### config.mk
export PLATFORM = sky130hd
export DESIGN_NAME = cla_rr_sched
export DESIGN_NICKNAME = d
export VERILOG_FILES = /design/src/rtl/cla_pkg.sv /design/src/rtl/m_cla_clk.sv /design/src/rtl/rr_arbiter.sv /design/src/rtl/cla_rr_sched.sv
export SDC_FILE = /design/constraint.sdc
export NUM_CORES = 1
export LEC_CHECK = 0
export BUFFER_PORTS_ARGS = -buffer_cell sky130_fd_sc_hd__buf_2
export CORE_MARGIN = 5
export CORE_UTILIZATION = 51
export DETAILED_ROUTE_END_ITERATION = 10
export PLACE_DENSITY = 0.91
export SYNTH_ARGS = -nofsm -noshare
export SYNTH_HDL_FRONTEND = slang
export SYNTH_HIERARCHICAL = 1
export SYNTH_SLANG_ARGS = --single-unit
export TNS_END_PERCENT = 5
### constraint.sdc
create_clock -name clock -period 7.8 [get_ports clock]
set_input_delay 1.56 -clock clock [delete_from_list [all_inputs] [get_ports clock]]
set_output_delay 1.56 -clock clock [all_outputs]
set_load 0.005 [all_outputs]
### src/rtl/cla_pkg.sv
// Shared constants and helpers for the CLA scheduler slice.
// Latency: n/a (package only).
// Backpressure: n/a (package only).
package cla_pkg;

    localparam int DW      = 32;  // adder datapath width
    localparam int CLA_LAT = 2;   // m_cla_clk: input register + output register

    // One-hot (up to 8 ways) to binary index. An all-zero input yields 0.
    function automatic logic [2:0] onehot_to_idx(input logic [7:0] oh);
        logic [2:0] r;
        r = '0;
        for (int i = 0; i < 8; i++) begin
            if (oh[i]) r = r | 3'(i);
        end
        return r;
    endfunction

endpackage

### src/rtl/m_cla_clk.sv
// Registered 32-bit carry-lookahead adder: input register, 4-bit lookahead groups, output register.
// Latency: 2 clocks from operands to sum/co.
// Backpressure: none; it accepts operands every clock.
// Ports: clock; a/b/ci operands; sum/co result. The registers have no reset and consumers mask invalid cycles.
module m_cla_clk
    import cla_pkg::*;
(
    input  logic          clock,
    input  logic [DW-1:0] a,
    input  logic [DW-1:0] b,
    input  logic          ci,
    output logic [DW-1:0] sum,
    output logic          co
);

    logic [DW-1:0] a_q, b_q, sum_d, sum_q;
    logic          ci_q, co_d, co_q;

    always_ff @(posedge clock) begin
        a_q   <= a;
        b_q   <= b;
        ci_q  <= ci;
        sum_q <= sum_d;
        co_q  <= co_d;
    end

    // Lookahead within each 4-bit group; group carries chain across groups.
    always_comb begin : cla_core
        logic [DW-1:0] g, p;
        logic [DW:0]   c;
        int            b0;
        g    = a_q & b_q;
        p    = a_q ^ b_q;
        c    = '0;
        c[0] = ci_q;
        for (int gi = 0; gi < DW / 4; gi++) begin
            b0 = 4 * gi;
            c[b0+1] = g[b0] | (p[b0] & c[b0]);
            c[b0+2] = g[b0+1] | (p[b0+1] & g[b0]) | (p[b0+1] & p[b0] & c[b0]);
            c[b0+3] = g[b0+2] | (p[b0+2] & g[b0+1]) | (p[b0+2] & p[b0+1] & g[b0])
                    | (p[b0+2] & p[b0+1] & p[b0] & c[b0]);
            c[b0+4] = g[b0+3] | (p[b0+3] & g[b0+2]) | (p[b0+3] & p[b0+2] & g[b0+1])
                    | (p[b0+3] & p[b0+2] & p[b0+1] & g[b0])
                    | (p[b0+3] & p[b0+2] & p[b0+1] & p[b0] & c[b0]);
        end
        sum_d = p ^ c[DW-1:0];
        co_d  = c[DW];
    end

    assign sum = sum_q;
    assign co  = co_q;

endmodule

### src/rtl/rr_arbiter.sv
// Rotating-priority arbiter: first asserted request at or above ptr, wrapping modulo NREQ.
// Latency: combinational.
// Backpressure: none; the caller masks the grant when it cannot issue.
// Ports: req (request vector), ptr (highest-priority slot); grant (one-hot, 0 if no request), idx (binary winner).
module rr_arbiter
    import cla_pkg::*;
#(
    parameter int NREQ = 4,
    parameter int PW   = 2
) (
    input  logic [NREQ-1:0] req,
    input  logic [PW-1:0]   ptr,
    output logic [NREQ-1:0] grant,
    output logic [PW-1:0]   idx
);

    always_comb begin : search
        int   j;
        logic found;
        grant = '0;
        found = 1'b0;
        for (int k = 0; k < NREQ; k++) begin
            j = int'(ptr) + k;
            if (j >= NREQ) j = j - NREQ;
            if (!found && req[j]) begin
                grant[j] = 1'b1;
                found    = 1'b1;
            end
        end
    end

    always_comb begin : encode
        logic [7:0] oh8;
        oh8             = '0;
        oh8[NREQ-1:0]   = grant;
        idx             = PW'(onehot_to_idx(oh8));
    end

endmodule

### src/rtl/cla_rr_sched.sv
// Round-robin scheduler sharing one registered CLA adder among NREQ requesters.
// Latency: an op accepted in cycle t returns its rsp_valid/rsp_sum/rsp_co in cycle t+2.
// Backpressure: one grant per clock via req_ready (gated by issue_en); responses cannot be stalled.
// Ports: clock, reset (sync, active-high), issue_en; req_valid/req_a/req_b/req_ci in, req_ready out;
//        rsp_valid (one-hot), rsp_sum, rsp_co; inflight (ops in the adder), idle.
module cla_rr_sched
    import cla_pkg::*;
#(
    parameter int NREQ = 4,
    parameter int LAT  = CLA_LAT,  // tied to m_cla_clk's two register stages
    parameter int CW   = 2
) (
    input  logic             clock,
    input  logic             reset,
    input  logic             issue_en,
    input  logic [NREQ-1:0]  req_valid,
    input  logic [NREQ*DW-1:0] req_a,
    input  logic [NREQ*DW-1:0] req_b,
    input  logic [NREQ-1:0]  req_ci,
    output logic [NREQ-1:0]  req_ready,
    output logic [NREQ-1:0]  rsp_valid,
    output logic [DW-1:0]    rsp_sum,
    output logic             rsp_co,
    output logic [CW-1:0]    inflight,
    output logic             idle
);

    localparam int PW = (NREQ > 1) ? $clog2(NREQ) : 1;

    logic [PW-1:0]   rr_ptr;
    logic [NREQ-1:0] grant;
    logic [PW-1:0]   win_idx;
    logic            transfer;
    logic            retire;
    logic [NREQ-1:0] tag [LAT];
    logic [CW-1:0]   cnt;
    logic [DW-1:0]   add_a, add_b, add_sum;
    logic            add_ci, add_co;

    rr_arbiter #(.NREQ(NREQ), .PW(PW)) u_arb (
        .req   (req_valid),
        .ptr   (rr_ptr),
        .grant (grant),
        .idx   (win_idx)
    );

    // Grant only exists when some request is valid, so any ready bit means a transfer.
    assign req_ready = grant & {NREQ{issue_en & ~reset}};
    assign transfer  = |req_ready;
    assign retire    = |tag[LAT-1];

    // Idle cycles feed zeros so the adder never sees stale operands.
    assign add_a  = transfer ? req_a[DW*win_idx +: DW] : '0;
    assign add_b  = transfer ? req_b[DW*win_idx +: DW] : '0;
    assign add_ci = transfer ? req_ci[win_idx]         : 1'b0;

    m_cla_clk u_add (
        .clock (clock),
        .a     (add_a),
        .b     (add_b),
        .ci    (add_ci),
        .sum   (add_sum),
        .co    (add_co)
    );

    always_ff @(posedge clock) begin
        if (reset) begin
            rr_ptr <= '0;
        end else if (transfer) begin
            rr_ptr <= (win_idx == PW'(NREQ - 1)) ? '0 : win_idx + PW'(1);
        end
    end

    // Tag pipe mirrors the adder stages; clearing it on reset drops in-flight results.
    always_ff @(posedge clock) begin
        if (reset) begin
            for (int k = 0; k < LAT; k++) tag[k] <= '0;
        end else begin
            tag[0] <= req_ready & req_valid;
            for (int k = 1; k < LAT; k++) tag[k] <= tag[k-1];
        end
    end

    // Net change covers issue and retire in the same cycle; equals popcount of non-empty tag stages.
    always_ff @(posedge clock) begin
        if (reset) begin
            cnt <= '0;
        end else begin
            cnt <= cnt + CW'(transfer) - CW'(retire);
        end
    end

    assign rsp_valid = tag[LAT-1];
    assign rsp_sum   = add_sum & {DW{retire}};
    assign rsp_co    = add_co & retire;
    assign inflight  = cnt;
    assign idle      = (cnt == '0) & ~transfer;

endmodule
==> run_results.csv <==
group,metric,value,unit
critical_path,critPathKind,"in2out",
cells_and_area,fillers,942,
cells_and_area,final_core_util,67.08,%
cts,htreeDepth,3,
timing,period_needed,5.699,ns
pwr,finalPower,0.003367,W
hold_path,hold_class,"reg2reg",
placed_design,hpwl,15080,µm
logic_synthesis,synth.net_count,859,
critical_path,critical_path_required,6.24,ns
detailed_routing,wire_per_inst,18.55,µm
timing,setup_tns,0,ns
critical_path,endpoint_kind,"output pin",
logic_synthesis,netlist.top_cell.by_area,"dfxtp_1",
cts,insertion_delay,0.34,ns
logic_synthesis,seq_area_frac_synth,33.61,%
logic_synthesis,synth_top_area_share,33.61,%
logic_synthesis,synth_edf_count,0,
timing,setup_viol,0,
critical_path,arrival,4.14,ns
critical_path,cpPeakStageDelay,0.85,ns
logic_synthesis,syn_area,6553,µm²
timing,drv_slew,0,
logic_synthesis,synth_cells,541,
critical_path,path_buf_inv,2,
cts,cts_resized,0,
logic_synthesis,ys_top_cells_by_area,"dfxtp_1, mux4_2, ha_1",
timing,relSlewSlack,49.07,%
placed_design,io_buffers,310,
cells_and_area,drive_gt1_share,50.48,%
logic_synthesis,synth_cell_types,56,
logic_synthesis,ys_ff_latch,110,
critical_path,crit_cells,8,
grt,grt_first_pass_wirelength,28010,µm
cts,clk_pin_slew,0.07,ns
timing,rsz0062_at_grt,"false",
pwr,ir_worst_vdd,0.3109,mV
floorplanning,die-area,15220,µm²
timing,hold_viol,0,
cts,clock_sinks,110,
timing,worst_slew_pin_slew,0.7640,ns
floorplanning,die_x,123.4,µm
detailed_routing,viasPerCell,5.533,
detailed_routing,drc,0,
logic_synthesis,syn-mean-instance-area,12.11,µm²
detailed_routing,routed_wl,18700,µm
cts,cts_buffers,9,
critical_path,startpoint_type,"primary input",
critical_path,path_common_cell,"buf_2",
timing,skew,0.009244,ns
cts,cts_hold_buf,0,
pwr,pwr_density_cell,397.7,nW/µm²
cts,clock_path_buffers,2,
logic_synthesis,synth-async-reset-ratio,0,%
detailed_routing,vias,5577,
timing,fin_crit_sh,73.06,%
cells_and_area,final_nets,1147,
detailed_routing,drt_iter0_markers,351,
placed_design,gp_congestion,0.9763,
critical_path,cp_top_family,"simple AND/OR/NAND/NOR gates",
grt,grt-ovfl-total,0,
floorplanning,die_h,123.4,µm
status,status,"completed",
cts,cts_tree,"done",
floorplanning,core.rowCount,41,
timing,max_freq,175.5,MHz
detailed_routing,antenna_left,0,
cells_and_area,syn2layout_area_growth,29.20,%
logic_synthesis,ys.flop_type,"dfxtp_1",
critical_path,critPathSlowestCell,"or4_4",
critical_path,ff2ff_path_depth,14,
grt,grt_max_degree,76,
detailed_routing,drt_pass1_iterations,5,
grt,grt_pass1_vias,5678,
logic_synthesis,ys_warn_count,6,
floorplanning,coreArea,12620,µm²
grt,grt_usage,23.98,%
critical_path,critPathMaxFanout,67,
cts,postCtsSetupRepairBufs,0,
pwr,p_leak,4.340,nW
grt,antenna_found_initial,2,
critical_path,cp_cell_sequence,"buf_2, mux4_2, nor2b_1, a221oi_1, o31ai_1, or4_4, a211oi_1, buf_2",
job,maxCapViolCount,0,
floorplanning,pin_count,311,
cts,clock-root-buffer,"clkbuf_16",
floorplanning,initial_utilization,51.92,%
hold_path,hold_depth,1,
## metal layers
metal  track usage, %  vias up  wire (µm)
met3            5.993       36       1369
met5                0        -          0
li1                 -     2610          -
met4            8.304        0        414
met2            41.35      259       9720
met1            29.22     2672       7193
## synthesized netlist by cell type (all sizes together), types with 3 or more instances
cell type / instances
a21o: 9
a21oi: 18
a31oi: 3
and2: 7
and3: 69
buf: 25
clkbuf: 12
dfxtp: 110
fa: 8
ha: 43
inv: 14
mux4: 69
nand2: 14
nand4: 3
nor2: 9
nor2b: 45
o21ai: 14
o31ai: 3
xnor2: 15
xor2: 11
## stage by stage
step                cell area, µm²  worst slack [ns]  hold slack [ns]  instances
CTS                           8461             2.102           0.4403       1006
detailed placement            8133             2.113           0.4227        990
finish                        8466             2.101           0.4400       1008
global route                  8466             1.985           0.4640       1008
global placement              8133             2.174           0.4180        990
floorplan                     6553             2.669           0.4138        541
## cell usage in the layout (no fill, tap or decap), types with 3 or more instances in the layout
cell,Yosys,final
and3_1,69,69
inv_1,14,14
clkbuf_16,0,9
nand2_1,14,14
dfxtp_1,110,110
xor2_1,11,11
and2_1,7,7
nor2b_1,45,44
buf_4,4,4
a31oi_1,3,3
inv_6,0,3
o31ai_1,3,3
ha_1,43,43
o21ai_0,9,9
nor2_1,9,9
a21oi_1,16,16
mux4_2,69,69
xnor2_1,15,15
buf_2,11,310
o21ai_1,3,3
nand4_1,3,3
fa_1,8,8
a21o_1,9,9
## final cells by class
cell class	count	area [µm²]	area share, %
inverters	14	52.55	0.6208
multi-input cells	380	4081	48.21
diodes	2	5.005	0.05912
flip-flops and latches	110	2202	26.01
well taps	172	215.2	2.542
clock buffers	9	225.2	2.660
clock inverters	7	102.6	1.212
repair buffers	314	1582	18.68
## logic make-up after synthesis
family                     Yosys count  share of synthesized area (%)
AOI/OAI and AO/OA                   71                          8.268
DFF                                110                          33.61
xor gates and xnor gates            26                          3.475
buffers and inverters               51                          4.506
muxes                               71                          24.06
adders and majority gates           51                          10.65
and+or+nand+nor                    161                          15.43
## final timing paths
check / from / slack, ns / end
min reg2reg: tag[0][0]$_SDFF_PP0_ / 0.44 / tag[0][4]$_SDFF_PP0_
max reg2reg: rr_ptr[0]$_SDFFE_PP0P_ / 3.62 / inflight[1]$_SDFF_PP0_
max: req_valid[0] / 2.10 / idle
min: tag[0][0]$_SDFF_PP0_ / 0.44 / tag[0][4]$_SDFF_PP0_
## sequential cells by signal, summed over array words and instances, names as in the netlist
signal,flops
inflight,2
rr_ptr,2
tag,8
u_add/a_q,32
u_add/b_q,32
u_add/ci_q,1
u_add/co,1
u_add/sum,32
## report_power, final
| part | switching, W | total (W) | internal (W) |
|---|---|---|---|
| combinational | 0.000944 | 0.00204 | 0.00110 |
| sequential | 0.0000869 | 0.000838 | 0.000751 |
| clock | 0.000202 | 0.000488 | 0.000285 |
| total | 0.00123 | 0.00337 | 0.00213 |
(Power assumes the default switching activity.)
